**config.mk**
```make
export PLATFORM = sky130hd
export DESIGN_NAME = board_refresh_flat
export DESIGN_NICKNAME = d
export VERILOG_FILES = /design/src/rtl/ttt_pkg.sv /design/src/rtl/board_refresh_if.sv /design/src/rtl/refresh_dwell_timer.sv /design/src/rtl/board_refresh.sv /design/src/flat_wrapper.sv
export SDC_FILE = /design/constraint.sdc
export NUM_CORES = 1
export LEC_CHECK = 0
export BUFFER_PORTS_ARGS = -buffer_cell sky130_fd_sc_hd__buf_2
export CORE_AREA = 4 4 125 67
export DETAILED_ROUTE_END_ITERATION = 16
export DIE_AREA = 0 0 129 71
export PLACE_DENSITY = 0.73
export SETUP_SLACK_MARGIN = 0.2
export SLEW_MARGIN = 20
export SYNTH_ARGS = -nofsm -noshare
export SYNTH_HDL_FRONTEND = slang
export SYNTH_SLANG_ARGS = --single-unit
export TNS_END_PERCENT = 1
```
**constraint.sdc**
```tcl
create_clock -name clk -period 2.1 [get_ports clk]
set_input_delay 0.315 -clock clk [delete_from_list [all_inputs] [get_ports clk]]
set_output_delay 0.315 -clock clk [all_outputs]
set_load 0.02 [all_outputs]
```
**src/rtl/ttt_pkg.sv**
```systemverilog
// Shared tic-tac-toe types: cell codes, the 9-cell board vector, game and
// refresh state codes, and the row/column to cell mapping of the LED board.
package ttt_pkg;

  typedef enum logic [1:0] {
    CELL_EMPTY = 2'b00,
    CELL_USER  = 2'b01,
    CELL_CPU   = 2'b10,
    CELL_BOTH  = 2'b11
  } cell_t;

  // Nine 2-bit cell codes; element i holds a cell_t value for cell i.
  typedef logic [8:0][1:0] board_t;

  localparam logic [2:0] s_start_game = 3'b000;
  localparam logic [2:0] s_play       = 3'b001;
  localparam logic [2:0] s_result     = 3'b010;

  typedef enum logic [1:0] {
    ST_IDLE  = 2'b00,
    ST_BLANK = 2'b01,
    ST_SHOW  = 2'b10
  } refresh_state_t;

  // Physical column c of row r shows cell 3*(2-c)+r.
  function automatic logic [3:0] cell_index(input logic [1:0] row, input logic [1:0] col);
    return 4'(3 * (2 - int'(col)) + int'(row));
  endfunction

endpackage

```
**src/rtl/board_refresh_if.sv**
```systemverilog
// Board-vector bus from the game-control modules to the LED display driver.
interface board_refresh_if;
  import ttt_pkg::*;

  logic       load;
  board_t     board;
  logic [8:0] win_mask;
  logic [2:0] row_sel;
  logic [2:0] col_red;
  logic [2:0] col_green;
  logic       frame_done;
  logic       lights_ready;

  modport master (
    output load, board, win_mask,
    input  row_sel, col_red, col_green, frame_done, lights_ready
  );

  modport slave (
    input  load, board, win_mask,
    output row_sel, col_red, col_green, frame_done, lights_ready
  );

endinterface

```
**src/rtl/refresh_dwell_timer.sv**
```systemverilog
// Loadable down-counter timing one BLANK or SHOW slot; expire is high during
// the last cycle of the slot, expire_next is its value for the next cycle.
module refresh_dwell_timer #(
  parameter int W = 3
) (
  input  logic         clk,
  input  logic         rst,
  input  logic         start,
  input  logic [W-1:0] len,
  output logic         expire,
  output logic         expire_next
);

  logic [W-1:0] cnt_reg, cnt_next;
  logic         expire_reg;

  // The count holds the cycles still to go after the current one.
  always_comb begin
    cnt_next = cnt_reg;
    if (start) begin
      cnt_next = len - 1'b1;
    end else if (cnt_reg != '0) begin
      cnt_next = cnt_reg - 1'b1;
    end
  end

  assign expire_next = (cnt_next == '0);

  always_ff @(posedge clk) begin
    if (rst) begin
      cnt_reg    <= '0;
      expire_reg <= 1'b0;
    end else begin
      cnt_reg    <= cnt_next;
      expire_reg <= expire_next;
    end
  end

  assign expire = expire_reg;

endmodule

```
**src/rtl/board_refresh.sv**
```systemverilog
// 3x3 bicolor LED board scanner: double-buffered board latch, blanked row
// multiplexing, win-cell blinking and a "pattern fully shown" flag.
module board_refresh
  import ttt_pkg::*;
#(
  parameter int ROW_CYCLES   = 4,
  parameter int BLANK_CYCLES = 1,
  parameter int BLINK_FRAMES = 2
) (
  input  logic            clk,
  input  logic            rst,
  board_refresh_if.slave  bus
);

  localparam int MAX_DWELL = (ROW_CYCLES > BLANK_CYCLES) ? ROW_CYCLES : BLANK_CYCLES;
  localparam int DW        = $clog2(MAX_DWELL + 1);
  localparam int BW        = (BLINK_FRAMES > 1) ? $clog2(BLINK_FRAMES) : 1;
  localparam logic [DW-1:0] ROW_LEN    = DW'(ROW_CYCLES);
  localparam logic [DW-1:0] BLANK_LEN  = DW'(BLANK_CYCLES);
  localparam logic [BW-1:0] BLINK_LAST = BW'(BLINK_FRAMES - 1);

  refresh_state_t state_reg, state_next;
  logic [1:0]     row_reg, row_next;
  board_t         active_board_reg, active_board_next;
  board_t         pending_board_reg, pending_board_next;
  logic [8:0]     active_mask_reg, active_mask_next;
  logic [8:0]     pending_mask_reg, pending_mask_next;
  logic           pending_valid_reg, pending_valid_next;
  logic           blink_phase_reg, blink_phase_next;
  logic [BW-1:0]  blink_cnt_reg, blink_cnt_next;
  logic           lights_ready_reg, lights_ready_next;
  logic [2:0]     row_sel_reg, row_sel_next;
  logic [2:0]     col_red_reg, col_red_next;
  logic [2:0]     col_green_reg, col_green_next;
  logic           frame_done_reg, frame_done_next;

  logic           dwell_start, dwell_expire, dwell_expire_next;
  logic [DW-1:0]  dwell_len;
  logic           frame_end;

  refresh_dwell_timer #(.W(DW)) u_dwell (
    .clk         (clk),
    .rst         (rst),
    .start       (dwell_start),
    .len         (dwell_len),
    .expire      (dwell_expire),
    .expire_next (dwell_expire_next)
  );

  always_comb begin
    state_next         = state_reg;
    row_next           = row_reg;
    active_board_next  = active_board_reg;
    active_mask_next   = active_mask_reg;
    pending_board_next = pending_board_reg;
    pending_mask_next  = pending_mask_reg;
    pending_valid_next = pending_valid_reg;
    blink_phase_next   = blink_phase_reg;
    blink_cnt_next     = blink_cnt_reg;
    lights_ready_next  = lights_ready_reg;
    dwell_start        = 1'b0;
    dwell_len          = BLANK_LEN;
    frame_end          = 1'b0;

    case (state_reg)
      ST_IDLE: begin
        if (bus.load) begin
          active_board_next = bus.board;
          active_mask_next  = bus.win_mask;
          state_next        = ST_BLANK;
          row_next          = 2'd0;
          dwell_start       = 1'b1;
        end
      end
      ST_BLANK: begin
        if (dwell_expire) begin
          state_next  = ST_SHOW;
          dwell_start = 1'b1;
          dwell_len   = ROW_LEN;
        end
      end
      ST_SHOW: begin
        if (dwell_expire) begin
          state_next  = ST_BLANK;
          dwell_start = 1'b1;
          if (row_reg == 2'd2) begin
            row_next  = 2'd0;
            frame_end = 1'b1;
          end else begin
            row_next = row_reg + 2'd1;
          end
        end
      end
      default: state_next = ST_IDLE;
    endcase

    // Buffered boards swap in only here, so a frame is never torn.
    if (frame_end) begin
      if (blink_cnt_reg == BLINK_LAST) begin
        blink_cnt_next   = '0;
        blink_phase_next = !blink_phase_reg;
      end else begin
        blink_cnt_next = blink_cnt_reg + 1'b1;
      end
      if (pending_valid_reg) begin
        active_board_next  = pending_board_reg;
        active_mask_next   = pending_mask_reg;
        pending_valid_next = 1'b0;
      end else begin
        lights_ready_next = 1'b1;
      end
    end

    // A load coinciding with the frame boundary lands after the old pending swap.
    if (bus.load) begin
      lights_ready_next = 1'b0;
      if (state_reg != ST_IDLE) begin
        pending_board_next = bus.board;
        pending_mask_next  = bus.win_mask;
        pending_valid_next = 1'b1;
      end
    end

    row_sel_next    = (state_next == ST_SHOW) ? 3'(3'b001 << row_next) : 3'b000;
    frame_done_next = (state_next == ST_SHOW) && (row_next == 2'd2) && dwell_expire_next;
  end

  // Column bit gi drives cell 3*gi+row, i.e. physical column 2-gi.
  genvar gi;
  generate
    for (gi = 0; gi < 3; gi++) begin : g_col
      logic [3:0] idx;
      cell_t      code;
      logic       dark;
      assign idx  = cell_index(row_next, 2'(2 - gi));
      assign code = cell_t'(active_board_next[idx]);
      assign dark = active_mask_next[idx] & blink_phase_next;
      assign col_red_next[gi]   = (state_next == ST_SHOW) && !dark &&
                                  (code == CELL_USER || code == CELL_BOTH);
      assign col_green_next[gi] = (state_next == ST_SHOW) && !dark &&
                                  (code == CELL_CPU || code == CELL_BOTH);
    end
  endgenerate

  always_ff @(posedge clk) begin
    if (rst) begin
      state_reg         <= ST_IDLE;
      row_reg           <= 2'd0;
      active_board_reg  <= '0;
      active_mask_reg   <= '0;
      pending_board_reg <= '0;
      pending_mask_reg  <= '0;
      pending_valid_reg <= 1'b0;
      blink_phase_reg   <= 1'b0;
      blink_cnt_reg     <= '0;
      lights_ready_reg  <= 1'b0;
      row_sel_reg       <= '0;
      col_red_reg       <= '0;
      col_green_reg     <= '0;
      frame_done_reg    <= 1'b0;
    end else begin
      state_reg         <= state_next;
      row_reg           <= row_next;
      active_board_reg  <= active_board_next;
      active_mask_reg   <= active_mask_next;
      pending_board_reg <= pending_board_next;
      pending_mask_reg  <= pending_mask_next;
      pending_valid_reg <= pending_valid_next;
      blink_phase_reg   <= blink_phase_next;
      blink_cnt_reg     <= blink_cnt_next;
      lights_ready_reg  <= lights_ready_next;
      row_sel_reg       <= row_sel_next;
      col_red_reg       <= col_red_next;
      col_green_reg     <= col_green_next;
      frame_done_reg    <= frame_done_next;
    end
  end

  assign bus.row_sel      = row_sel_reg;
  assign bus.col_red      = col_red_reg;
  assign bus.col_green    = col_green_reg;
  assign bus.frame_done   = frame_done_reg;
  assign bus.lights_ready = lights_ready_reg;

endmodule

```
**src/flat_wrapper.sv**
```systemverilog
// flat-port wrapper written by rule: the top's interface ports become plain ports
module board_refresh_flat import ttt_pkg::*;
#(
  parameter int ROW_CYCLES   = 4,
  parameter int BLANK_CYCLES = 1,
  parameter int BLINK_FRAMES = 2
)
  (clk, rst, bus_load, bus_board, bus_win_mask, bus_row_sel, bus_col_red, bus_col_green, bus_frame_done, bus_lights_ready);
  board_refresh_if bus_i ();
  input  logic clk;
  input  logic rst;
  input wire logic [$bits(bus_i.load)-1:0] bus_load;
  input wire logic [$bits(bus_i.board)-1:0] bus_board;
  input wire logic [$bits(bus_i.win_mask)-1:0] bus_win_mask;
  output wire logic [$bits(bus_i.row_sel)-1:0] bus_row_sel;
  output wire logic [$bits(bus_i.col_red)-1:0] bus_col_red;
  output wire logic [$bits(bus_i.col_green)-1:0] bus_col_green;
  output wire logic [$bits(bus_i.frame_done)-1:0] bus_frame_done;
  output wire logic [$bits(bus_i.lights_ready)-1:0] bus_lights_ready;
  assign bus_i.load = bus_load;
  assign bus_i.board = bus_board;
  assign bus_i.win_mask = bus_win_mask;
  assign bus_row_sel = bus_i.row_sel;
  assign bus_col_red = bus_i.col_red;
  assign bus_col_green = bus_i.col_green;
  assign bus_frame_done = bus_i.frame_done;
  assign bus_lights_ready = bus_i.lights_ready;
  board_refresh #(.ROW_CYCLES(ROW_CYCLES), .BLANK_CYCLES(BLANK_CYCLES), .BLINK_FRAMES(BLINK_FRAMES)) u_core (.clk(clk), .rst(rst), .bus(bus_i));
endmodule
```
# == After elaboration in Yosys (flattened, before gate mapping) ==
# Cells that the tools add are included.
# W data, S select, Z words.
# word_totals
regBits,76
latch_bits,0
mem_bits_rw,0
romBits,0
input_bits,30
output_inout_bits,11
elab_cells,135
memories,0
# op_classes
addsub,6
mul,0
n_div,0
order_cmp,3
n_eq_ne,14
shifts,1
n_mux,44
bitwise,5
n_reduce_logical,30
# ops
cell,count
$mux W18,4
$mux W9,4
$eq A2 B2 Y1 const B,10
$mux W2,9
$bmux W2 S4,2
$mux W1,14
$mux W3,4
$logic_and A1 B1 Y1,11
$lt A4 B5 Y1 const B,2
$bmux W1 S4,2
$eq A2 B1 Y1 const B,4
$logic_or A1 B1 Y1,6
$pmux W2 S3,1
$reduce_or A2 Y1,3
$sub A3 B1 Y3 const B,2
$lt A2 B5 Y1 const B,1
$add A3 B2 Y4 const A,1
$bmux W2 S2,1
$logic_not A1 Y1,4
$pmux W2 S2,1
$reduce_and A2 Y1,2
$add A2 B2 Y3 const A,1
$and A1 B1 Y1,3
$logic_not A3 Y1,1
9 further kinds,10

# == Longest topological paths before layout ==
# depth
ltp_word,11
ltp_mapped,11
depth_no_buf,8

# == Modules after synthesis ==
# A second synthesis with hierarchy kept.
# unflattened
cells_unflattened,420
hier_area_um2,3519.6
# modules_own_cells
module,instances,cells_each,area_per_inst_um2,seq_area_each_um2
board_refresh,1,393,3258.1,1441.4
refresh_dwell_timer,1,27,261.5,80.1

# == Least setup slack after synthesis ==
# No wires, ideal clock.
# synth_timing
path_type,reg2reg
from,register u_core.state_reg[0]
to,register u_core.col_green_reg[0] (netlist: u_core.bus.col_green[0])
setup_ps,79
t_arrival_ps,2139
t_required_ps,2021
setup_slack_ps,-119
path_stages_with_launch,10
n_path_buf,1
synth_period_minus_slack_ps,2219
path_cell_list,dfxtp_1 inv_1 ha_1 and2b_4 a221oi_2 or4_1 or2_1 buf_6 a221o_1 a211oi_2
# synth_via
elab_chain_len,10
word_cells_on_any_way,28
classes_between,5 x eq/ne; 17 x mux; 1 x bitwise; 5 x reduce/logical
# synth_rtl
item,line,text
"start, declared",board_refresh.sv:22,"refresh_state_t state_reg, state_next;"
"start signal, assigned",board_refresh.sv:162,state_reg <= state_next;
$logic_not A2 Y1,board_refresh.sv:65,case (state_reg)
$mux W9,board_refresh.sv:65,
$mux W9,board_refresh.sv:105,if (pending_valid_reg) begin
$mux W9,board_refresh.sv:98,if (frame_end) begin
$bmux W1 S2,board_refresh.sv:137,assign dark = active_mask_next[idx] & blink_phase_next;
$mux W1 (implied by the code),board_refresh.sv:137,
$and A1 B1 Y1,board_refresh.sv:137,
$logic_not A1 Y1,board_refresh.sv:140,assign col_green_next[gi] = (state_next == ST_SHOW) && !dark &&
$logic_and A1 B1 Y1,board_refresh.sv:140,
$logic_and A1 B1 Y1 *,board_refresh.sv:140,
"end signal, assigned",board_refresh.sv:174,col_green_reg <= col_green_next;
"end, declared",board_refresh.sv:34,"logic [2:0] col_green_reg, col_green_next;"
# Every way passes the cells marked *; elsewhere a longest branch is shown, timed or not. The select of a mux whose other input is x is not followed.
# A chain may end at the register's enable or synchronous reset.

# == Worst setup path after layout ==
# layout_timing
from,register u_core.state_reg[1]
to,register u_core.col_green_reg[0] (netlist: u_core.bus.col_green[0])
# Same word-level chain as after synthesis.

==> flow_metrics.env <==
export IMPL_synthFlopType="dfxtp_1"
export IMPL_nNetsFinal=544
export IMPL_swShare=0.3210
export IMPL_endpoint_kind="flip-flop"
export IMPL_ys_types=55
export IMPL_drive_gt1_frac=0.3164
export IMPL_clk_insertion_delay_late_ns=0.34
export IMPL_cts_path_max_buffers=2
export IMPL_postSynthCellCount=431
export IMPL_clock_root_buffer="clkbuf_16"
export IMPL_internal_power_w=0.003039
export IMPL_clk_pin_slew_ns=0.06
export IMPL_yosysMostFrequentCell="nand2_1"
export IMPL_crit_path_max_fanout=6
export IMPL_viasPerCell=5.571
export IMPL_initial_core_util=0.4957
export IMPL_clock_power_share=0.316
export IMPL_violations="negative setup slack"
export IMPL_placed_area_um2=4178
export IMPL_switching_power_w=0.001437
export IMPL_hpwl_mm=6.399
export IMPL_clock_skew_ns=0.006148
export IMPL_hold_violations=0
export IMPL_yosys_area_top_type_share=0.4256
export IMPL_wl_per_cell_um=16.15
export IMPL_antennaDiodeCount=0
export IMPL_grt_setup_unrepaired="true"
export IMPL_place_congestion=0.8820
export IMPL_finalCritPeriodShare=1.025
export IMPL_h_tree_depth=3
export IMPL_drc=0
export IMPL_worst_path_buf_inv=3
export IMPL_vias=3387
export IMPL_power_density_nw_per_um2=947.9
export IMPL_hold_start="bus_board[17]"
export IMPL_finalInstanceArea_um2=4722
export IMPL_seq_power_share=0.381
export IMPL_cp_start_kind="flip-flop"
export IMPL_first_pass_iters=7
export IMPL_antenna_left=0
export IMPL_cts_sinks=76
export IMPL_core_region_area_um2=7212
export IMPL_antenna_found_initial=0
export IMPL_synth_seq_cells=76
export IMPL_yosys_top_cells_area="dfxtp_1 43%, nand2_1 8.7%, a21oi_1 7.1%"
export IMPL_grt_pass1_wl_mm=15.55
export IMPL_drt_iter0_drc=314
export IMPL_grt_ovfl_total=0
export IMPL_seq_area_frac_synth=0.4256
export IMPL_wl_mm=9.821
export IMPL_required_ns=2.33
export IMPL_synth_cell_area_um2=3575
export IMPL_path_cells="inv_4, ha_2, nand2_2, bufbuf_16, mux2i_1, o21ai_1, o22ai_2, a2111oi_4, buf_4, a211oi_2"
export IMPL_ioPinCount=41
export IMPL_whs_ns=0.2202
export IMPL_worst_pin_slew_ns=0.7141
export IMPL_grt_pass1_vias=3117
export IMPL_yosys_warnings=0
export IMPL_reg2reg_from="u_core.state_reg[1]"
export IMPL_arrival_ns=2.38
export IMPL_die_width_um=129
export IMPL_rows=22
export IMPL_max_cap_violations=0
export IMPL_synthTopCellsByCount="83 x nand2_1, 76 x dfxtp_1, 51 x a21oi_1, 32 x nor2_1"
export IMPL_crit_type="flip-flop to flip-flop"
export IMPL_post_route_min_period_ns=2.153
export IMPL_cp_top_family="compound AO/OA/AOI/OAI gates"
export IMPL_outcome="complete, but fails checks"
export IMPL_p_comb_frac=0.303
export IMPL_track_usage=0.2193
export IMPL_hp_class="input port to flip-flop"
export IMPL_syn_area_per_cell_um2=8.294
export IMPL_setup_slack_ns=-0.05317
export IMPL_crit_start="u_core.state_reg[1]"
export IMPL_yosysTopAreaCell="dfxtp_1"
export IMPL_max_stage_delay_ns=0.36
export IMPL_slew_headroom=0.5239
export IMPL_slew_viol_final=0
export IMPL_numCtsBuffers=9
export IMPL_peakVddDrop_mv=0.5947
export IMPL_postSynth_asyncResetShare=0
export IMPL_syn_to_final_growth_pct=32.10
export IMPL_fmax_ghz=0.4644
export IMPL_synth_edf_count=0
export IMPL_leakagePower_nw=1.953
export IMPL_cts_tree="built"
export IMPL_die_area_um2=9159
export IMPL_grt_max_degree=66
export IMPL_setup_viol=3
export IMPL_synth_fp_nets=468
export IMPL_port_buffers=40
export IMPL_die_height_um=71
export IMPL_slowest_stage="dfxtp_4"
## power by group through the flow
stage | Clock, W | Combinational, W | Sequential (W)
final | 0.00141 | 0.00136 | 0.00171
after global routing | 0.00148 | 0.00148 | 0.00172
after CTS | 0.00143 | 0.00133 | 0.00170
after detailed placement | 0 | 0.00120 | 0.00172
after global placement | 0 | 0.00118 | 0.00172
after floorplan | 0 | 0.000855 | 0.00169
## layout by cell type (no fill, tap or decap), types with 3 or more instances in the layout
cell type,count
nand2b_1,4
o21ai_1,5
mux2i_1,17
clkbuf_16,9
mux2_2,5
clkinv_2,3
buf_12,3
nand2_1,81
a21oi_1,51
buf_6,5
mux4_2,3
o21ai_0,7
dfxtp_1,73
inv_1,6
a311oi_2,3
nand2_2,3
nor2b_1,12
a211oi_1,10
buf_4,49
nand3_1,19
nor2_1,30
buf_2,40
o211ai_1,3
ha_1,4
nor3_1,5
## through the flow
step | TNS [ns] | total power (W) | instances | util | worst slack [ns]
3_3_place_gp | -0.4255 | 0.002900 | 585 | 0.5793 | -0.3258
6_report | -0.05662 | 0.004476 | 608 | 0.6548 | -0.05317
2_1_floorplan | 0 | 0.002549 | 431 | - | 0.02949
4_1_cts | -0.0007001 | 0.004456 | 607 | 0.6437 | -0.0007001
3_5_place_dp | -0.5559 | 0.002922 | 585 | 0.5793 | -0.2498
5_1_grt | -0.4293 | 0.004685 | 608 | 0.6548 | -0.1502
## cell type report
cell class                 instances  area [um^2]
clock buffer                      10        229.0
multi-input combinational        314         2053
clock inverter                     6        40.04
timing repair buffer              98        716.9
tap                               96        120.1
inverter                           8        35.03
fill                             579         2490
sequential                        76         1528
## timing repair
| item | 4_1_cts | 5_1_grt |
|---|---|---|
| resized for setup | 34 | 14 |
| gates cloned | 1 | 0 |
| pin swaps | 13 | 9 |
| hold buffers | 0 | 0 |
| setup endpoints to repair | 13 | 17 |
| buffers inserted | 5 | 1 |
## worst register-to-register path, delay by kind of cell (launching register included)
kind	cells	cell delay [ns]
fa+ha+maj	1	0.19
compound gates	4	0.71
simple gates	1	0.09
buf+inv	3	0.55
mux	1	0.13
flops	1	0.36
## routing by layer
| layer | global-route usage | share of wire | vias up |
|---|---|---|---|
| li1 | - | - | 1656 |
| met1 | 0.2988 | 0.47 | 1610 |
| met2 | 0.3354 | 0.45 | 104 |
| met3 | 0.06259 | 0.061 | 17 |
| met4 | 0.07218 | 0.016 | 0 |
| met5 | 0 | 0 | - |
## path summary, 6_finish.rpt
kind | end | slack [ns] | depth (start not counted)
hold / removal | u_core.pending_board_reg[17] | 0.22 | 3
hold reg to reg | u_core.pending_board_reg[7] | 0.46 | 2
setup / recovery | u_core.bus.col_green[0] | -0.05 | 10
setup reg to reg | u_core.bus.col_green[0] | -0.05 | 10
## logic make-up (layout without fill, tap and decap cells)
| kind of cell | after synthesis | count (layout) | synth area share |
|---|---|---|---|
| buffers and inverters | 41 | 122 | 0.05215 |
| XOR/XNOR | 4 | 4 | 0.009802 |
| adder cells (fa/ha/maj) | 7 | 7 | 0.02450 |
| AO/OA/AOI/OAI | 98 | 98 | 0.1726 |
| AND/OR/NAND/NOR | 178 | 178 | 0.2275 |
| multiplexers | 27 | 27 | 0.08785 |
| flip-flops | 76 | 76 | 0.4256 |
No activity file was read; power rests on OpenSTA's default activity.
